[src/rtl/mdbrot_scan_ctrl_if.sv]
// Scanner <-> environment bundle: start/done, iteration-engine request/result, VGA plot port.
`timescale 1ns/1ps
interface mdbrot_scan_ctrl_if #(
  parameter int unsigned W = 16
);
  logic                start;
  logic                done;
  logic                eng_valid;
  logic                eng_ready;
  logic signed [W-1:0] eng_cr;
  logic signed [W-1:0] eng_ci;
  logic                res_valid;
  logic [7:0]          res_iter;
  logic [7:0]          vga_x;
  logic [6:0]          vga_y;
  logic [2:0]          vga_colour;
  logic                vga_plot;

  modport master (
    input  start, eng_ready, res_valid, res_iter,
    output done, eng_valid, eng_cr, eng_ci, vga_x, vga_y, vga_colour, vga_plot
  );

  modport slave (
    output start, eng_ready, res_valid, res_iter,
    input  done, eng_valid, eng_cr, eng_ci, vga_x, vga_y, vga_colour, vga_plot
  );
endinterface

[src/rtl/mdbrot_scan_ctrl.sv]
// Raster scanner for the 160x120 Mandelbrot plot: issues c per pixel, colours the result.
// Optional MDBROT_CLEAR_EN: blank the whole screen (colour 0) before each frame.
`timescale 1ns/1ps
module mdbrot_scan_ctrl #(
  parameter int unsigned W        = 16,
  parameter int          CR_START = -8192,
  parameter int          CI_START = 4096,
  parameter int          STEP_X   = 77,
  parameter int          STEP_Y   = 68,
  parameter logic [7:0]  MAX_ITER = 8'd255
) (
  input logic                clk_i,
  input logic                rst_i,
  mdbrot_scan_ctrl_if.master bus
);

  localparam logic [7:0]          XLast   = 8'd159;
  localparam logic [6:0]          YLast   = 7'd119;
  localparam logic signed [W-1:0] CrStart = W'(CR_START);
  localparam logic signed [W-1:0] CiStart = W'(CI_START);
  localparam logic signed [W-1:0] StepX   = W'(STEP_X);
  localparam logic signed [W-1:0] StepY   = W'(STEP_Y);

  typedef enum logic [2:0] {
    StIdle,
    StClear,
    StIssue,
    StWait,
    StPlot,
    StDone
  } state_e;

  state_e              state_q, state_d;
  logic [7:0]          x_q, x_d;
  logic [6:0]          y_q, y_d;
  logic signed [W-1:0] cr_q, cr_d;
  logic signed [W-1:0] ci_q, ci_d;
  logic [2:0]          colour_q, colour_d;

  // Escaped points are coloured by the low count bits; 0 is remapped so it never looks "in set".
  function automatic logic [2:0] iter_colour(input logic [7:0] iter);
    if (iter >= MAX_ITER) begin
      return 3'b000;
    end
    if (iter[2:0] == 3'b000) begin
      return 3'b111;
    end
    return iter[2:0];
  endfunction

  always_ff @(posedge clk_i or posedge rst_i) begin
    if (rst_i) begin
      state_q  <= StIdle;
      x_q      <= '0;
      y_q      <= '0;
      cr_q     <= '0;
      ci_q     <= '0;
      colour_q <= '0;
    end else begin
      state_q  <= state_d;
      x_q      <= x_d;
      y_q      <= y_d;
      cr_q     <= cr_d;
      ci_q     <= ci_d;
      colour_q <= colour_d;
    end
  end

  always_comb begin
    state_d  = state_q;
    x_d      = x_q;
    y_d      = y_q;
    cr_d     = cr_q;
    ci_d     = ci_q;
    colour_d = colour_q;

    unique case (state_q)
      StIdle, StDone: begin
        if (bus.start) begin
          x_d  = '0;
          y_d  = '0;
          cr_d = CrStart;
          ci_d = CiStart;
`ifdef MDBROT_CLEAR_EN
          colour_d = 3'b000;
          state_d  = StClear;
`else
          state_d  = StIssue;
`endif
        end
      end

`ifdef MDBROT_CLEAR_EN
      // One blank pixel per cycle; cr/ci already hold the frame origin for the first request.
      StClear: begin
        if (x_q == XLast) begin
          x_d = '0;
          if (y_q == YLast) begin
            y_d     = '0;
            cr_d    = CrStart;
            ci_d    = CiStart;
            state_d = StIssue;
          end else begin
            y_d = y_q + 7'd1;
          end
        end else begin
          x_d = x_q + 8'd1;
        end
      end
`endif

      StIssue: begin
        if (bus.eng_ready) begin
          state_d = StWait;
        end
      end

      StWait: begin
        if (bus.res_valid) begin
          colour_d = iter_colour(bus.res_iter);
          state_d  = StPlot;
        end
      end

      StPlot: begin
        if (x_q == XLast) begin
          if (y_q == YLast) begin
            state_d = StDone;
          end else begin
            x_d     = '0;
            cr_d    = CrStart;
            y_d     = y_q + 7'd1;
            ci_d    = ci_q - StepY;
            state_d = StIssue;
          end
        end else begin
          x_d     = x_q + 8'd1;
          cr_d    = cr_q + StepX;
          state_d = StIssue;
        end
      end

      default: state_d = StIdle;
    endcase
  end

  assign bus.eng_valid  = (state_q == StIssue);
  assign bus.vga_plot   = (state_q == StPlot) || (state_q == StClear);
  assign bus.done       = (state_q == StDone);
  assign bus.eng_cr     = cr_q;
  assign bus.eng_ci     = ci_q;
  assign bus.vga_x      = x_q;
  assign bus.vga_y      = y_q;
  assign bus.vga_colour = colour_q;

endmodule

[src/flat_wrapper.sv]
// flat-port wrapper written by rule: the top's interface ports become plain ports
module mdbrot_scan_ctrl_flat 
#(
  parameter int unsigned W        = 16,
  parameter int          CR_START = -8192,
  parameter int          CI_START = 4096,
  parameter int          STEP_X   = 77,
  parameter int          STEP_Y   = 68,
  parameter logic [7:0]  MAX_ITER = 8'd255
)
  (clk_i, rst_i, bus_start, bus_eng_ready, bus_res_valid, bus_res_iter, bus_done, bus_eng_valid, bus_eng_cr, bus_eng_ci, bus_vga_x, bus_vga_y, bus_vga_colour, bus_vga_plot);
  mdbrot_scan_ctrl_if #(.W(W)) bus_i ();
  input logic clk_i;
  input logic rst_i;
  input wire logic [$bits(bus_i.start)-1:0] bus_start;
  input wire logic [$bits(bus_i.eng_ready)-1:0] bus_eng_ready;
  input wire logic [$bits(bus_i.res_valid)-1:0] bus_res_valid;
  input wire logic [$bits(bus_i.res_iter)-1:0] bus_res_iter;
  output wire logic [$bits(bus_i.done)-1:0] bus_done;
  output wire logic [$bits(bus_i.eng_valid)-1:0] bus_eng_valid;
  output wire logic [$bits(bus_i.eng_cr)-1:0] bus_eng_cr;
  output wire logic [$bits(bus_i.eng_ci)-1:0] bus_eng_ci;
  output wire logic [$bits(bus_i.vga_x)-1:0] bus_vga_x;
  output wire logic [$bits(bus_i.vga_y)-1:0] bus_vga_y;
  output wire logic [$bits(bus_i.vga_colour)-1:0] bus_vga_colour;
  output wire logic [$bits(bus_i.vga_plot)-1:0] bus_vga_plot;
  assign bus_i.start = bus_start;
  assign bus_i.eng_ready = bus_eng_ready;
  assign bus_i.res_valid = bus_res_valid;
  assign bus_i.res_iter = bus_res_iter;
  assign bus_done = bus_i.done;
  assign bus_eng_valid = bus_i.eng_valid;
  assign bus_eng_cr = bus_i.eng_cr;
  assign bus_eng_ci = bus_i.eng_ci;
  assign bus_vga_x = bus_i.vga_x;
  assign bus_vga_y = bus_i.vga_y;
  assign bus_vga_colour = bus_i.vga_colour;
  assign bus_vga_plot = bus_i.vga_plot;
  mdbrot_scan_ctrl #(.W(W), .CR_START(CR_START), .CI_START(CI_START), .STEP_X(STEP_X), .STEP_Y(STEP_Y), .MAX_ITER(MAX_ITER)) u_core (.clk_i(clk_i), .rst_i(rst_i), .bus(bus_i));
endmodule
[config.mk]
export PLATFORM = sky130hd
export DESIGN_NAME = mdbrot_scan_ctrl_flat
export DESIGN_NICKNAME = d
export VERILOG_FILES = /design/src/rtl/mdbrot_scan_ctrl_if.sv /design/src/rtl/mdbrot_scan_ctrl.sv /design/src/flat_wrapper.sv
export SDC_FILE = /design/constraint.sdc
export NUM_CORES = 1
export LEC_CHECK = 0
export BUFFER_PORTS_ARGS = -buffer_cell sky130_fd_sc_hd__buf_2
export CAP_MARGIN = 20
export CORE_MARGIN = 2
export CORE_UTILIZATION = 28
export CTS_CLUSTER_SIZE = 25
export DETAILED_ROUTE_END_ITERATION = 16
export PLACE_DENSITY_LB_ADDON = 0.15
export SLEW_MARGIN = 5
export SYNTH_ARGS = -nofsm -noshare
export SYNTH_HDL_FRONTEND = slang
export SYNTH_SLANG_ARGS = --single-unit
[constraint.sdc]
create_clock -name clk_i -period 7.4 [get_ports clk_i]
set_clock_uncertainty 0.2 [all_clocks]
set_input_delay 1.11 -clock clk_i [delete_from_list [all_inputs] [get_ports clk_i]]
set_output_delay 1.11 -clock clk_i [all_outputs]
set_load 0.02 [all_outputs]
==> results.py <==
metrics = {
    "run": {
        "maxCapViolations": 0,
    },
    "grt": {
        "grt_pass1_wl_um": 12200,
        "grt_util_all_layers_pct": 13.6,
        "grt_pass1_vias": 2373,
        "antenna_found_initial": 0,
        "grt_max_degree": 52,
        "overflow": 0,
    },
    "clock_tree": {
        "numCtsBuffers": 5,
        "cts.hold.buffers_added": 0,
        "clk_latency_ns": 0.31,
        "postCtsSetupBuffers": 0,
        "cts.sinks": 51,
        "clock-root-buffer": "clkbuf_8",
        "clk_pin_slew_worst_paths_ns": 0.10,
        "cts_resized": 0,
        "tritoncts": "built",
        "h-tree-depth": 2,
        "clock_path_buffers": 2,
    },
    "floorplanning": {
        "dieArea_sq_um": 10800,
        "initial_utilization_pct": 28.7,
        "num_rows": 36,
        "die_x_um": 104,
        "io_pins": 66,
        "die_y_um": 104,
        "core_area_sq_um": 9730,
    },
    "power": {
        "vdd_drop_max_mv": 0.101,
        "p_int_uw": 585,
        "pwr-share-comb_pct": 45.4,
        "p_leak_nw": 1.52,
        "pwr-share-clk_pct": 14.7,
        "sequentialPowerShare_pct": 39.9,
        "p_switching_uw": 506,
        "power.density_nw_per_um2": 327,
        "swShare_pct": 46.3,
    },
    "detailed_routing": {
        "routed_via_density": 4.92,
        "ant_nets": 0,
        "first_iter_violations": 104,
        "wl_per_cell_um": 14.2,
        "drc": 0,
        "first_pass_iters": 4,
        "dr_total_vias": 2481,
        "routed_wl_um": 7170,
    },
    "synth": {
        "synth-main-ff-cell": "dfrtp_1",
        "yosysUniqueCellTypes": 48,
        "ys_seq_elements": 51,
        "seq_area_frac_synth_pct": 45.6,
        "netlist_area_sq_um": 2800,
        "async_reset_ff_share_pct": 100,
        "synth_cells": 309,
        "yosys_warnings": 0,
        "syn-mean-instance-area_sq_um": 9.05,
        "yosys.area.top_type": "dfrtp_1",
        "synth-edff-count": 0,
        "synth_area_leaders": "dfrtp_1, o21ai_0, nand2_1",
        "netlist.area_leader.share_pct": 45.6,
    },
    "timing": {
        "rsz0062_at_grt": "false",
        "drv_slew": 0,
        "finalHoldViolations": 0,
        "fmax_mhz": 349,
        "whs_ns": 0.273,
        "period_needed_ns": 2.87,
        "post-route-period-util_pct": 38.7,
        "fin_tns_setup_ns": 0,
        "relSlewSlack_pct": 37.5,
        "setup_viol": 0,
        "setup_ws_ns": 4.53,
        "worst_pin_slew_ns": 0.935,
    },
    "setup_path": {
        "path_max_fanout": 17,
        "cp_slowest_cell": "nor3b_1",
        "startpoint_type": "flip-flop",
        "crit_arrival_ns": 2.91,
        "crit_chain": "nor3b_1, a21oi_1, buf_4, or4_1, nand2_1",
        "critical_path_class": "reg2reg",
        "setup.worst_path.start": "u_core.state_q[0]",
        "end_kind": "flip-flop",
        "worstPathRequired_ns": 7.45,
        "r2r-start": "u_core.state_q[0]",
        "slowest_delay_ns": 0.84,
    },
    "cells_and_area": {
        "area_growth_pct": 19.3,
        "fin_util_pct": 34.3,
        "regArea_sq_um": 1280,
        "layout_common_cells": "buf_2, dfrtp_1, nand2_1",
        "finalNonFillerCells": 504,
        "antenna_cells": 0,
        "nFillCells": 1059,
        "layout-drive-gt1-share_pct": 21.8,
        "nNetsFinal": 387,
        "layout_commonest_cell": "buf_2",
        "multi_input_area_sq_um": 1420,
    },
    "place": {
        "post-place-ws_ns": 4.27,
        "dpl.hpwl_um": 5000,
        "place_congestion": 0.771,
        "placement.io_buffers": 63,
        "dp_cells": 496,
    },
    "worst_hold_path": {
        "min_path_type": "reg2reg",
        "hold_path_startpoint": "u_core.bus.vga_colour[1]",
    },
    "outcome": {
        "status": "completed",
    },
}
==> cells in the mapped netlist, types with 3 or more instances <==
cell type,count
nor3_1,4
o31ai_1,8
nor2b_1,7
o21ai_0,26
inv_1,10
nor2_1,25
o211ai_1,9
nand3_1,9
or3_1,8
dfrtp_1,51
nor3b_1,5
ha_1,4
a21oi_1,18
or4_1,13
and2_1,3
nand2_1,31
a211o_1,3
nand2b_1,4
a21o_1,3
clkbuf_1,12
xnor2_1,10
nand4_1,5
a211oi_1,8
==> worst paths after layout <==
path                                            end  slack [ns]  cells after the start
max                            u_core.bus.eng_cr[5]        4.53                      5
min                        u_core.bus.vga_colour[1]        0.27                      2
max reg2reg                    u_core.bus.eng_cr[5]        4.53                      5
min reg2reg                u_core.bus.vga_colour[1]        0.27                      2
max in group asynchronous     u_core.bus.eng_ci[15]        5.77                      3
min in group asynchronous       u_core.bus.vga_x[5]        0.78                      3
==> logic make-up (layout without fill, tap and decap cells) <==
logic type | count (synthesis) | after routing | synth area share [%]
flops | 51 | 51 | 45.6
simple gates | 125 | 125 | 23.9
fa+ha+maj | 4 | 4 | 1.79
xor+xnor | 12 | 12 | 3.76
buf+inv | 25 | 86 | 3.67
compound gates | 91 | 91 | 21.1
other cells | 1 | 2 | 0.134
==> critical path, delay by kind of cell, from the launching register on <==
family	cells	cell delay (ns)
flip-flops	1	0.56
AND/OR/NAND/NOR	3	1.40
AO/OA/AOI/OAI	1	0.35
buffers and inverters	1	0.30
==> flip-flops by register name, summed over array words and instances, names as in the netlist <==
register / cells
u_core.bus.eng_cr: 16
u_core.bus.vga_y: 7
u_core.bus.eng_ci: 14
u_core.state_q: 3
u_core.bus.vga_x: 8
u_core.bus.vga_colour: 3
==> final cells by class <==
| cell class | count | area share, % |
|---|---|---|
| Clock inverter | 1 | 0.150 |
| Timing Repair Buffer | 68 | 10.6 |
| Sequential cell | 51 | 38.3 |
| Multi-Input combinational cell | 234 | 42.6 |
| Tap cell | 133 | 4.99 |
| Clock buffer | 7 | 2.29 |
| Inverter | 10 | 1.13 |
==> layer usage <==
metal | GRT usage (%) | vias up | share of wire, %
li1 | - | 1253 | -
met1 | 19.2 | 1173 | 49
met2 | 21.6 | 47 | 47
met3 | 2.19 | 8 | 3.1
met4 | 3.86 | 0 | 1.1
met5 | 0 | - | 0
==> per-stage QoR <==
| stage | area (sq um) | power [mW] |
|---|---|---|
| global route | 3340 | 1.19 |
| CTS | 3340 | 1.11 |
| detailed placement | 3250 | 0.942 |
| global placement | 3250 | 0.937 |
| finish | 3340 | 1.09 |
| floorplan | 2800 | 0.779 |
==> power groups by stage <==
stage                     combinational, mW  sequential [mW]  clock (mW)
after CTS                             0.501            0.436       0.171
after global placement                0.495            0.442           0
after global routing                  0.558            0.454       0.180
final                                 0.495            0.435       0.161
after detailed placement              0.500            0.441           0
after floorplan                       0.307            0.472           0
Note: power is estimated with default switching activity, not from simulation.
